**src/rtl/button_debounce.sv**
```systemverilog
// Push-button conditioner: two-flop synchroniser, debounce FSM, press/release/long
// event pulses, debounced level and a wrapping press counter.
module button_debounce #(
  parameter int STABLE_CYCLES = 270000,
  parameter int LONG_CYCLES   = 27000000,
  parameter int CNT_W         = 25,
  parameter int COUNT_W       = 16,
  parameter int ACTIVE_LOW    = 1
) (
  input  logic               sys_clk,
  input  logic               sys_rst,
  input  logic               btn_in,
  output logic               btn_level,
  output logic               press_pulse,
  output logic               release_pulse,
  output logic               long_pulse,
  output logic [COUNT_W-1:0] press_count
);

  typedef enum logic [1:0] {
    IDLE         = 2'd0,
    PRESS_WAIT   = 2'd1,
    HELD         = 2'd2,
    RELEASE_WAIT = 2'd3
  } state_e;

  localparam logic             REL_LVL  = (ACTIVE_LOW != 0);
  localparam logic [CNT_W-1:0] STABLE_C = CNT_W'(STABLE_CYCLES);
  localparam logic [CNT_W-1:0] LONG_C   = CNT_W'(LONG_CYCLES);

  state_e             state_q, state_d;
  logic [CNT_W-1:0]   cnt_q, cnt_d;
  logic [CNT_W-1:0]   hold_q, hold_d, hold_inc;
  logic               s1_q, s2_q;
  logic               p;
  logic               level_q, level_d;
  logic               press_q, press_d;
  logic               rel_q, rel_d;
  logic               long_q, long_d;
  logic [COUNT_W-1:0] count_q, count_d;

  assign p        = (ACTIVE_LOW != 0) ? ~s2_q : s2_q;
  assign hold_inc = hold_q + 1'b1;

  always_comb begin
    state_d = state_q;
    cnt_d   = cnt_q;
    hold_d  = hold_q;
    press_d = 1'b0;
    rel_d   = 1'b0;
    long_d  = 1'b0;
    count_d = count_q;
    case (state_q)
      IDLE: begin
        hold_d = '0;
        if (p) begin
          state_d = PRESS_WAIT;
          cnt_d   = CNT_W'(1);
        end else begin
          cnt_d = '0;
        end
      end
      PRESS_WAIT: begin
        if (!p) begin
          state_d = IDLE;
          cnt_d   = '0;
        end else if (cnt_q == STABLE_C) begin
          state_d = HELD;
          press_d = 1'b1;
          count_d = count_q + 1'b1;
          hold_d  = '0;
          cnt_d   = '0;
        end else begin
          cnt_d = cnt_q + 1'b1;
        end
      end
      HELD, RELEASE_WAIT: begin
        // Saturating hold timer; the pulse fires only on the step into LONG_C.
        if (hold_q != LONG_C) begin
          hold_d = hold_inc;
          long_d = (hold_inc == LONG_C);
        end
        if (state_q == HELD) begin
          if (!p) begin
            state_d = RELEASE_WAIT;
            cnt_d   = CNT_W'(1);
          end else begin
            cnt_d = '0;
          end
        end else if (p) begin
          state_d = HELD;
          cnt_d   = '0;
        end else if (cnt_q == STABLE_C) begin
          state_d = IDLE;
          rel_d   = 1'b1;
          cnt_d   = '0;
          hold_d  = '0;
        end else begin
          cnt_d = cnt_q + 1'b1;
        end
      end
      default: begin
        state_d = IDLE;
        cnt_d   = '0;
        hold_d  = '0;
      end
    endcase
    level_d = (state_d == HELD) || (state_d == RELEASE_WAIT);
  end

  always_ff @(posedge sys_clk) begin
    if (sys_rst) begin
      state_q <= IDLE;
      cnt_q   <= '0;
      hold_q  <= '0;
      s1_q    <= REL_LVL;
      s2_q    <= REL_LVL;
      level_q <= 1'b0;
      press_q <= 1'b0;
      rel_q   <= 1'b0;
      long_q  <= 1'b0;
      count_q <= '0;
    end else begin
      state_q <= state_d;
      cnt_q   <= cnt_d;
      hold_q  <= hold_d;
      s1_q    <= btn_in;
      s2_q    <= s1_q;
      level_q <= level_d;
      press_q <= press_d;
      rel_q   <= rel_d;
      long_q  <= long_d;
      count_q <= count_d;
    end
  end

  assign btn_level     = level_q;
  assign press_pulse   = press_q;
  assign release_pulse = rel_q;
  assign long_pulse    = long_q;
  assign press_count   = count_q;

endmodule

```
**config.mk**
```make
export PLATFORM = sky130hd
export DESIGN_NAME = button_debounce
export DESIGN_NICKNAME = d
export VERILOG_FILES = /design/src/rtl/button_debounce.sv
export SDC_FILE = /design/constraint.sdc
export NUM_CORES = 1
export LEC_CHECK = 0
export ABC_AREA = 1
export CORE_MARGIN = 2
export CORE_UTILIZATION = 50
export DETAILED_ROUTE_END_ITERATION = 7
export GPL_ROUTABILITY_DRIVEN = 0
export PLACE_DENSITY = 0.75
export SLEW_MARGIN = 20
export SYNTH_ARGS = -nofsm -noshare
export SYNTH_HDL_FRONTEND = slang
export SYNTH_SLANG_ARGS = --single-unit
export TNS_END_PERCENT = 1
```
**constraint.sdc**
```tcl
create_clock -name sys_clk -period 1.8 [get_ports sys_clk]
set_clock_uncertainty 0.05 [all_clocks]
set_input_delay 0.18 -clock sys_clk [delete_from_list [all_inputs] [get_ports sys_clk]]
set_output_delay 0.18 -clock sys_clk [all_outputs]
set_load 0.03 [all_outputs]
```
## Yosys cells after proc, flatten, opt, wreduce, memory -nomap -nowiden

Cells that the tools add are included.

- Add/sub/neg operators: 3
- Multiply operators: 0
- Div/mod/pow operators: 0
- $lt $le $gt $ge: 0
- Equal/unequal tests: 10
- Shift-type cells: 0
- Multiplexer cells: 23
- Bitwise operators: 4
- Reductions and logical operators: 8

Operator list:

| cell | count |
|---|---|
| 25-bit two-way mux | 10 |
| 25-bit case mux with 3 select lines | 2 |
| 25-bit by 1-bit adder with 25-bit output, second input constant | 2 |
| 25-bit by 19-bit == test with 1-bit output, second input constant | 1 |
| 25-bit == test, second input constant | 1 |
| 25-bit != test, second input constant | 1 |
| 16-bit by 1-bit adder with 16-bit output, second input constant | 1 |
| 2-bit two-way mux | 7 |
| 2-bit == test, second input constant | 4 |
| 2-bit case mux with 3 select lines | 1 |
| 3-bit OR reduction | 2 |
| 2-bit != test, second input constant | 2 |
| 1-bit NOT | 4 |
| 4-bit OR reduction | 1 |
| 1-bit two-way mux | 3 |
| 3-bit AND reduction | 1 |
| 2-bit by 1-bit == test with 1-bit output, second input constant | 1 |
| 2-bit logical NOT | 1 |
| 2-bit AND reduction | 1 |
| 2-bit OR reduction | 1 |
| 1-bit logical OR | 1 |

- Register bits after elaboration: 74
- Bits in latches: 0
- RAM bits: 0
- ROM bits: 0
- Memories kept: 0

## Longest topological paths before layout

Gate-level depths: netlist (run 1).

- Word-level depth: 7
- Gate-level depth with buffers: 12
- Mapped depth without buffers: 12

## Least setup slack after synthesis (run 1)

No wires, ideal clock.

- Path type: reg-to-reg
- From: register count_q[0], in the netlist press_count[0]
- To: register count_q[14], in the netlist press_count[14]
- Arrival time: 1,623 ps
- Slack: 56 ps
- Stages on the path, launching flop included: 9
- Buffers on the path: 0
- Clock period less this slack: 1,744 ps
- Cells stage by stage: dfxtp_1 ha_1 nand3_1 nor2_1 nand2_1 nor2_1 xor2_1 nand2_1 a21oi_1

- Cells in the longest elaborated chain, start to end: 1

RTL lines:

| item | RTL line | RTL |
|---|---|---|
| start: declaration | 40 | `logic [COUNT_W-1:0] count_q, count_d;` |
| start signal: assignment | 133 | `count_q <= count_d;` |
| 16-bit by 1-bit adder with 16-bit output | 70 | `count_d = count_q + 1'b1;` |

Every way passes these cells.
A chain may end at the register's enable or synchronous reset.

## Final worst setup path (run 1)

- From: register count_q[11], in the netlist press_count[11]
- To: output press_count[11]

RTL lines:

| item | RTL line | RTL |
|---|---|---|
| end: declaration | 17 | `output logic [COUNT_W-1:0] press_count` |

No word-level cell between the ends.

==> run summary, run 1 <==
- outcome: complete, no violations
- number of warnings issued by yosys: 0
- count of input and output buffers: 22
- total internal power: 2.20 mW
- hold path start: btn_in
- clk slew on worst S/H paths: 80 ps
- commonest non-fill, non-tap cells in the layout: nand2_1, nor2_1, inv_1, nand3_1, dfxtp_1
- final sum of negative setup slack: 0 ps
- logic depth of the worst path, buffers included: 1
- net switching share of the total power: 24.1%
- All-Layer GR Usage: 24.0%
- fraction of the yosys area taken by sequential cells: 33.0%
- remaining global-route overflow: 0
- drc violations: 0
- switching power total: 0.700 mW
- area used by multi-input combinational logic: 2770 um^2
- number of inserted filler cells in the final layout: 737
- number of antenna repair diodes: 0
- Chip Width: 98.7 um
- Max H-tree Level: 3
- worst reg2reg path startpoint: cnt_q[7]$_SDFF_PP0_
- number of max-slew violations in the final report: 0
- ratio of cells with drive above 1 in the final layout: 21.3%
- post-synthesis sequential element count: 74
- num rows: 34
- cells on worst reg2reg path: 9
- CTS Buffer Depth: 2
- minimum clock period: 1770 ps
- startpoint types: register
- sort of element at the end of the critical path: output port
- Required @ worst endpoint: 1570 ps
- Vias per Instance: 5.51
- Clk pwr share: 41.3%
- Leakage Power: 2.18 nW
- commonest non-fill, non-tap cell in the layout: nand2_1
- instance count along the most critical hold path: 2
- placed cell area: 5060 um^2
- starting density of the core: 51.4%
- slowest cell delay on critical path: 720 ps
- dominant delay contributor by cell family on the critical path: buffers and inverters
- RSZ-0062 raised after global routing: true
- Antenna Nets Post-Route: 0
- initial antenna violation count: 0
- Worst-Skew Late Latency: 350 ps
- M2 GR Usage: 38.3%
- boundary pin count: 23
- detail-routed net length per standard cell: 14.1 um
- headroom to the max-slew limit: 73.9%
- area of the placeable core: 8720 um^2
- max cap viols: 0
- fmax: 0.564 GHz
- final hold violations: 0
- hold bufs inserted after CTS: 0
- CTS buffer count: 9
- Final setup violation count: 0
- maximum number of pins on one net before global-route repair: 19
- part of the total power dissipated in combinational logic: 2.3%
- Initial DRT Pass Iterations: 5
- kind of path behind the tightest hold check: input pin to register
- worst slack at placement: -35.9 ps
- root buffer cell: clkbuf_8
- vias in the first global route: 4321
- total via count after detailed routing: 4784
- Die ar.: 9750 um^2
- Max FO, Critical Path: 6
- combined flip-flop and latch cell area: 1510 um^2
- met1 Usage GRT: 32.3%
- transition time of the tightest slew-check pin: 388 ps
- count of buffer and inverter cells on the critical path: 1
- CTS tree: done
- synth top area cells: dfxtp_1, nand2_1, nor2_1, inv_1, nand3_1
- post-detailed-routing wire length: 12200 um
- Slowest cell on crit path: clkdlybuf4s50_1
- Global Route met3 Usage: 4.54%
- power per cell area: 523 nW/um^2
- post-route fraction of the period consumed by the critical path: 98.4%
- largest area contributor in the synthesized netlist: dfxtp_1
- count of mapped cells out of synthesis: 683
- global-route wire length before repair: 19400 um
- Worst Path Arrival: 1540 ps
- Peak VDD IR: 331 uV
- Mapped Area: 4490 um^2
- Avg Cell Area, Syn: 6.57 um^2
- sum of internal, switching and leakage power: 2.90 mW
- height of the chip: 98.7 um
- half-perimeter wire length after placement: 8700 um
- syn_nets: 692
- share of the synthesized area in the top cell type: 33.0%
- violation count after the first detailed-routing iteration: 348
- launching element of the worst setup path: press_count[11]$_SDFFE_PP0P_
- Cell Chain, Critical Path: clkdlybuf4s50_1
- Cell variety after synth: 37
- total number of nets in the final design: 764
- CTS sink count: 74
- kind of critical path: register to output port
- post-route cell area: 5550 um^2
- register share of total power: 56.5%
- post-synthesis to final-layout area growth: 23.8%
- busiest grt layer: met2
- slack of the critical path: 28.3 ps
layout make-up:
class / instances / area share, %
Timing Repair Buffer: 72 / 11.0
Clock buffer: 11 / 2.55
Multi-Input combinational cell: 507 / 49.8
Tap cell: 108 / 2.43
Clock inverter: 5 / 0.676
Inverter: 91 / 6.29
Sequential cell: 74 / 27.2
final timing paths:
kind                                               end  slack, ps
worst max-delay path                   press_count[11]         30
worst min-delay path                   s1_q$_SDFF_PP1_        330
worst max register to register  hold_q[6]$_SDFFE_PP0P_         50
worst min register to register         s2_q$_SDFF_PP1_        370
cell families after synthesis:
kind of cell	synth area share [%]
xor gates and xnor gates	4.68
and+or+nand+nor	42.8
DFF	33.0
adders and majority gates	1.67
AOI/OAI and AO/OA	8.03
buffers and inverters	9.76
sequential cells by signal (all words and copies together), names as in the netlist:
register       cells
state_q            2
long_pulse         1
press_pulse        1
s1_q               1
release_pulse      1
s2_q               1
btn_level          1
press_count       16
cnt_q             25
hold_q            25
stage by stage:
step,cells,hold slack [ps],utilization [%]
after detailed placement,843,352,58.0
final,868,334,63.7
after global placement,843,345,58.0
after CTS,859,315,60.1
after floorplan,683,234,-
after global routing,868,321,63.7
power by group through the flow:
stage | combinational [mW] | sequential, mW | clock [mW]
floorplan | 0.0402 | 1.68 | 0
global placement | 0.0552 | 1.68 | 0
detailed placement | 0.0569 | 1.68 | 0
CTS | 0.0572 | 1.64 | 1.22
global route | 0.0713 | 1.64 | 1.29
finish | 0.0661 | 1.64 | 1.20
layer usage:
layer	up-vias	wire length, um
met2	206	5760
met5	-	0
met3	27	942
met4	0	195
li1	2347	-
met1	2204	5300
timing repair:
item,CTS,global route
buffers inserted,0,8
gates cloned,0,1
resized for setup,2,74
setup endpoints to repair,2,42
pin swaps,0,18
synthesized netlist by cell type, drive strengths merged:
library cell and instances:
nand2 170, nor2 115, inv 90, dfxtp 74
nand3 69, a21oi 43, nand4 25, nor3 23
o21ai 17, xor2 17, buf 11, xnor2 7
ha 6, o21a 3, a211oi 2, nand3b 2
o22ai 2, or2 2, a31oi 1, and3 1
clkbuf 1, clkinv 1, nor4 1
No activity file was read; power rests on OpenSTA's default activity.
==> run 2: changes to the inputs <==
- SETUP_SLACK_MARGIN: not set -> 0.05
- clock period: 1.8 -> 1.9 ns (I/O delays scaled with it)
==> run summary, run 2 (synthesized netlist as in run 1, its figures left out) <==
- worst reg2reg path startpoint: cnt_q[0]$_SDFF_PP0_
- total number of nets in the final design: 736, -3.7%
- maximum number of pins on one net before global-route repair: 19, unchanged
- CTS sink count: 74, unchanged
- Max H-tree Level: 3, unchanged
- Worst Path Arrival: 2040 ps, +500 ps
- post-synthesis to final-layout area growth: 17.3%
- Peak VDD IR: 354 uV, +7.0%
- kind of path behind the tightest hold check: input pin to register
- height of the chip: 98.7 um, unchanged
- placed cell area: 4910 um^2, -3.0%
- power per cell area: 552 nW/um^2, +5.5%
- total via count after detailed routing: 4527, -5.4%
- count of input and output buffers: 22, unchanged
- transition time of the tightest slew-check pin: 357 ps, -30.9 ps
- ratio of cells with drive above 1 in the final layout: 16.5%, -4.8 points
- commonest non-fill, non-tap cell in the layout: nand2_1
- Worst-Skew Late Latency: 360 ps, about the same
- logic depth of the worst path, buffers included: 9, +8
- CTS tree: done
- kind of critical path: register to register
- Max FO, Critical Path: 5, -1
- Leakage Power: 1.95 nW, -10%
- RSZ-0062 raised after global routing: true
- CTS buffer count: 9, unchanged
- sum of internal, switching and leakage power: 2.90 mW, about the same
- detail-routed net length per standard cell: 13.4 um, -4.6%
- Die ar.: 9750 um^2, unchanged
- count of buffer and inverter cells on the critical path: 0, -1
- post-route cell area: 5260 um^2, -5.2%
- boundary pin count: 23, unchanged
- commonest non-fill, non-tap cells in the layout: nand2_1, nor2_1, inv_1, dfxtp_1, nand3_1
- Final setup violation count: 0, unchanged
- dominant delay contributor by cell family on the critical path: simple AND/OR/NAND/NOR gates
- clk slew on worst S/H paths: 80 ps, about the same
- Initial DRT Pass Iterations: 5, unchanged
- post-detailed-routing wire length: 11300 um, -7.6%
- startpoint types: register
- CTS Buffer Depth: 2, unchanged
- starting density of the core: 51.4%, unchanged
- minimum clock period: 1800 ps
- headroom to the max-slew limit: 76.1%, +2.2 points
- initial antenna violation count: 0, unchanged
- Required @ worst endpoint: 2140 ps, +570 ps
- worst slack at placement: -25.4 ps, +10.5 ps
- capturing instance or port of the critical path: cnt_q[24]$_SDFF_PP0_
- All-Layer GR Usage: 23.1%, -0.85 points
- Chip Width: 98.7 um, unchanged
- Antenna Nets Post-Route: 0, unchanged
- Slowest cell on crit path: dfxtp_2
- area of the placeable core: 8720 um^2, unchanged
- fmax: 0.557 GHz
- vias in the first global route: 4169, -3.5%
- half-perimeter wire length after placement: 8260 um, -5.1%
- Cell Chain, Critical Path: ha_2 > nand3_2 > nor3_4 > nand3_2 > nor2_4 > nand2_2 > nor2_1 > o21ai_0 > a21oi_1
- number of antenna repair diodes: 0, unchanged
- violation count after the first detailed-routing iteration: 362, +4.0%
- sort of element at the end of the critical path: register
- num rows: 34, unchanged
- post-route fraction of the period consumed by the critical path: 94.5%
- Most Frequent Cell on Critical Path: nand3_2
- Vias per Instance: 5.39, -2.2%
- slack of the critical path: 105 ps, +76.3 ps
- launching element of the worst setup path: cnt_q[0]$_SDFF_PP0_
- final hold violations: 0, unchanged
- remaining global-route overflow: 0, unchanged
- drc violations: 0, unchanged
- Reg2Reg Setup Slack: 100 ps, +50 ps
- slowest cell delay on critical path: 370 ps, -350 ps
- number of max-slew violations in the final report: 0, unchanged
- root buffer cell: clkbuf_8
- outcome: complete, no violations
- endpoint of the worst register-to-register path: cnt_q[24]$_SDFF_PP0_
- cells on worst reg2reg path: 9, unchanged
- max cap viols: 0, unchanged
- hold bufs inserted after CTS: 0, unchanged
- global-route wire length before repair: 18600 um, -4.0%
[run 2: cell count changes in the layout (fill, tap and decap cells not counted), sizes merged]
| cell | delta |
|---|---|
| bufinv | +1 |
| buf | -27 |
| clkdlybuf4s50 | +4 |
| nand2 | -1 |
| clkinv | -2 |
| inv | +2 |
| clkbuf | -1 |
| dlymetal6s2s | -4 |
[run 2: worst min-delay path by stage]
stage               cells after the start               to  slack, ps             from
detailed placement                      1  s2_q$_SDFF_PP1_        350  s1_q$_SDFF_PP1_
global placement                        1  s2_q$_SDFF_PP1_        340  s1_q$_SDFF_PP1_
finish                                  2  s1_q$_SDFF_PP1_        340           btn_in
floorplan                               1  s1_q$_SDFF_PP1_        240           btn_in
CTS                                     2  s1_q$_SDFF_PP1_        340           btn_in
global route                            2  s1_q$_SDFF_PP1_        350           btn_in
[run 2: layout make-up]
type | count | area (um^2)
fill | 795 | 3460
multi-input combinational | 506 | 2660
sequential | 74 | 1500
timing repair buffer | 45 | 405
inverter | 91 | 349
clock buffer | 10 | 138
tap | 108 | 135
clock inverter | 6 | 71.3
[run 2: worst reg2reg max path: cells and delay by family (launching register included)]
family / cells / cell delay, ps
AO/OA/AOI/OAI: 2 / 230
AND/OR/NAND/NOR: 6 / 890
adder cells (fa/ha/maj): 1 / 200
flip-flops: 1 / 370
[run 2: where the power goes]
group | leakage [nW] | internal [mW] | total [mW] | switching, mW
clock network | 0.0995 | 0.653 | 1.29 | 0.640
logic | 1.25 | 0.0203 | 0.0559 | 0.0356
registers | 0.603 | 1.55 | 1.55 | 0.00320
[run 2: per-stage QoR]
step | util [%] | std cells | setup TNS, ps | hold WS, ps
floorplan | - | 683 | 0 | 244
global placement | 56.3 | 821 | 0 | 343
detailed placement | 56.3 | 821 | -25.4 | 345
finish | 60.3 | 840 | 0 | 340
global route | 60.3 | 840 | -68.2 | 348
CTS | 58.8 | 837 | 0 | 336
[run 2: what timing repair did]
item	4_1_cts	5_1_grt
buffers inserted	0	3
resized for setup	4	41
pin swaps	0	5
endpoints found under the setup margin	2	50
[run 2: metal layers]
metal  GRT usage, %  wire length, um  vias up
li1               -                -     2280
met1           31.1             5230     2054
met2           36.9             5010      154
met3           4.11              690       39
met4           9.38              334        0
met5              0                0        -
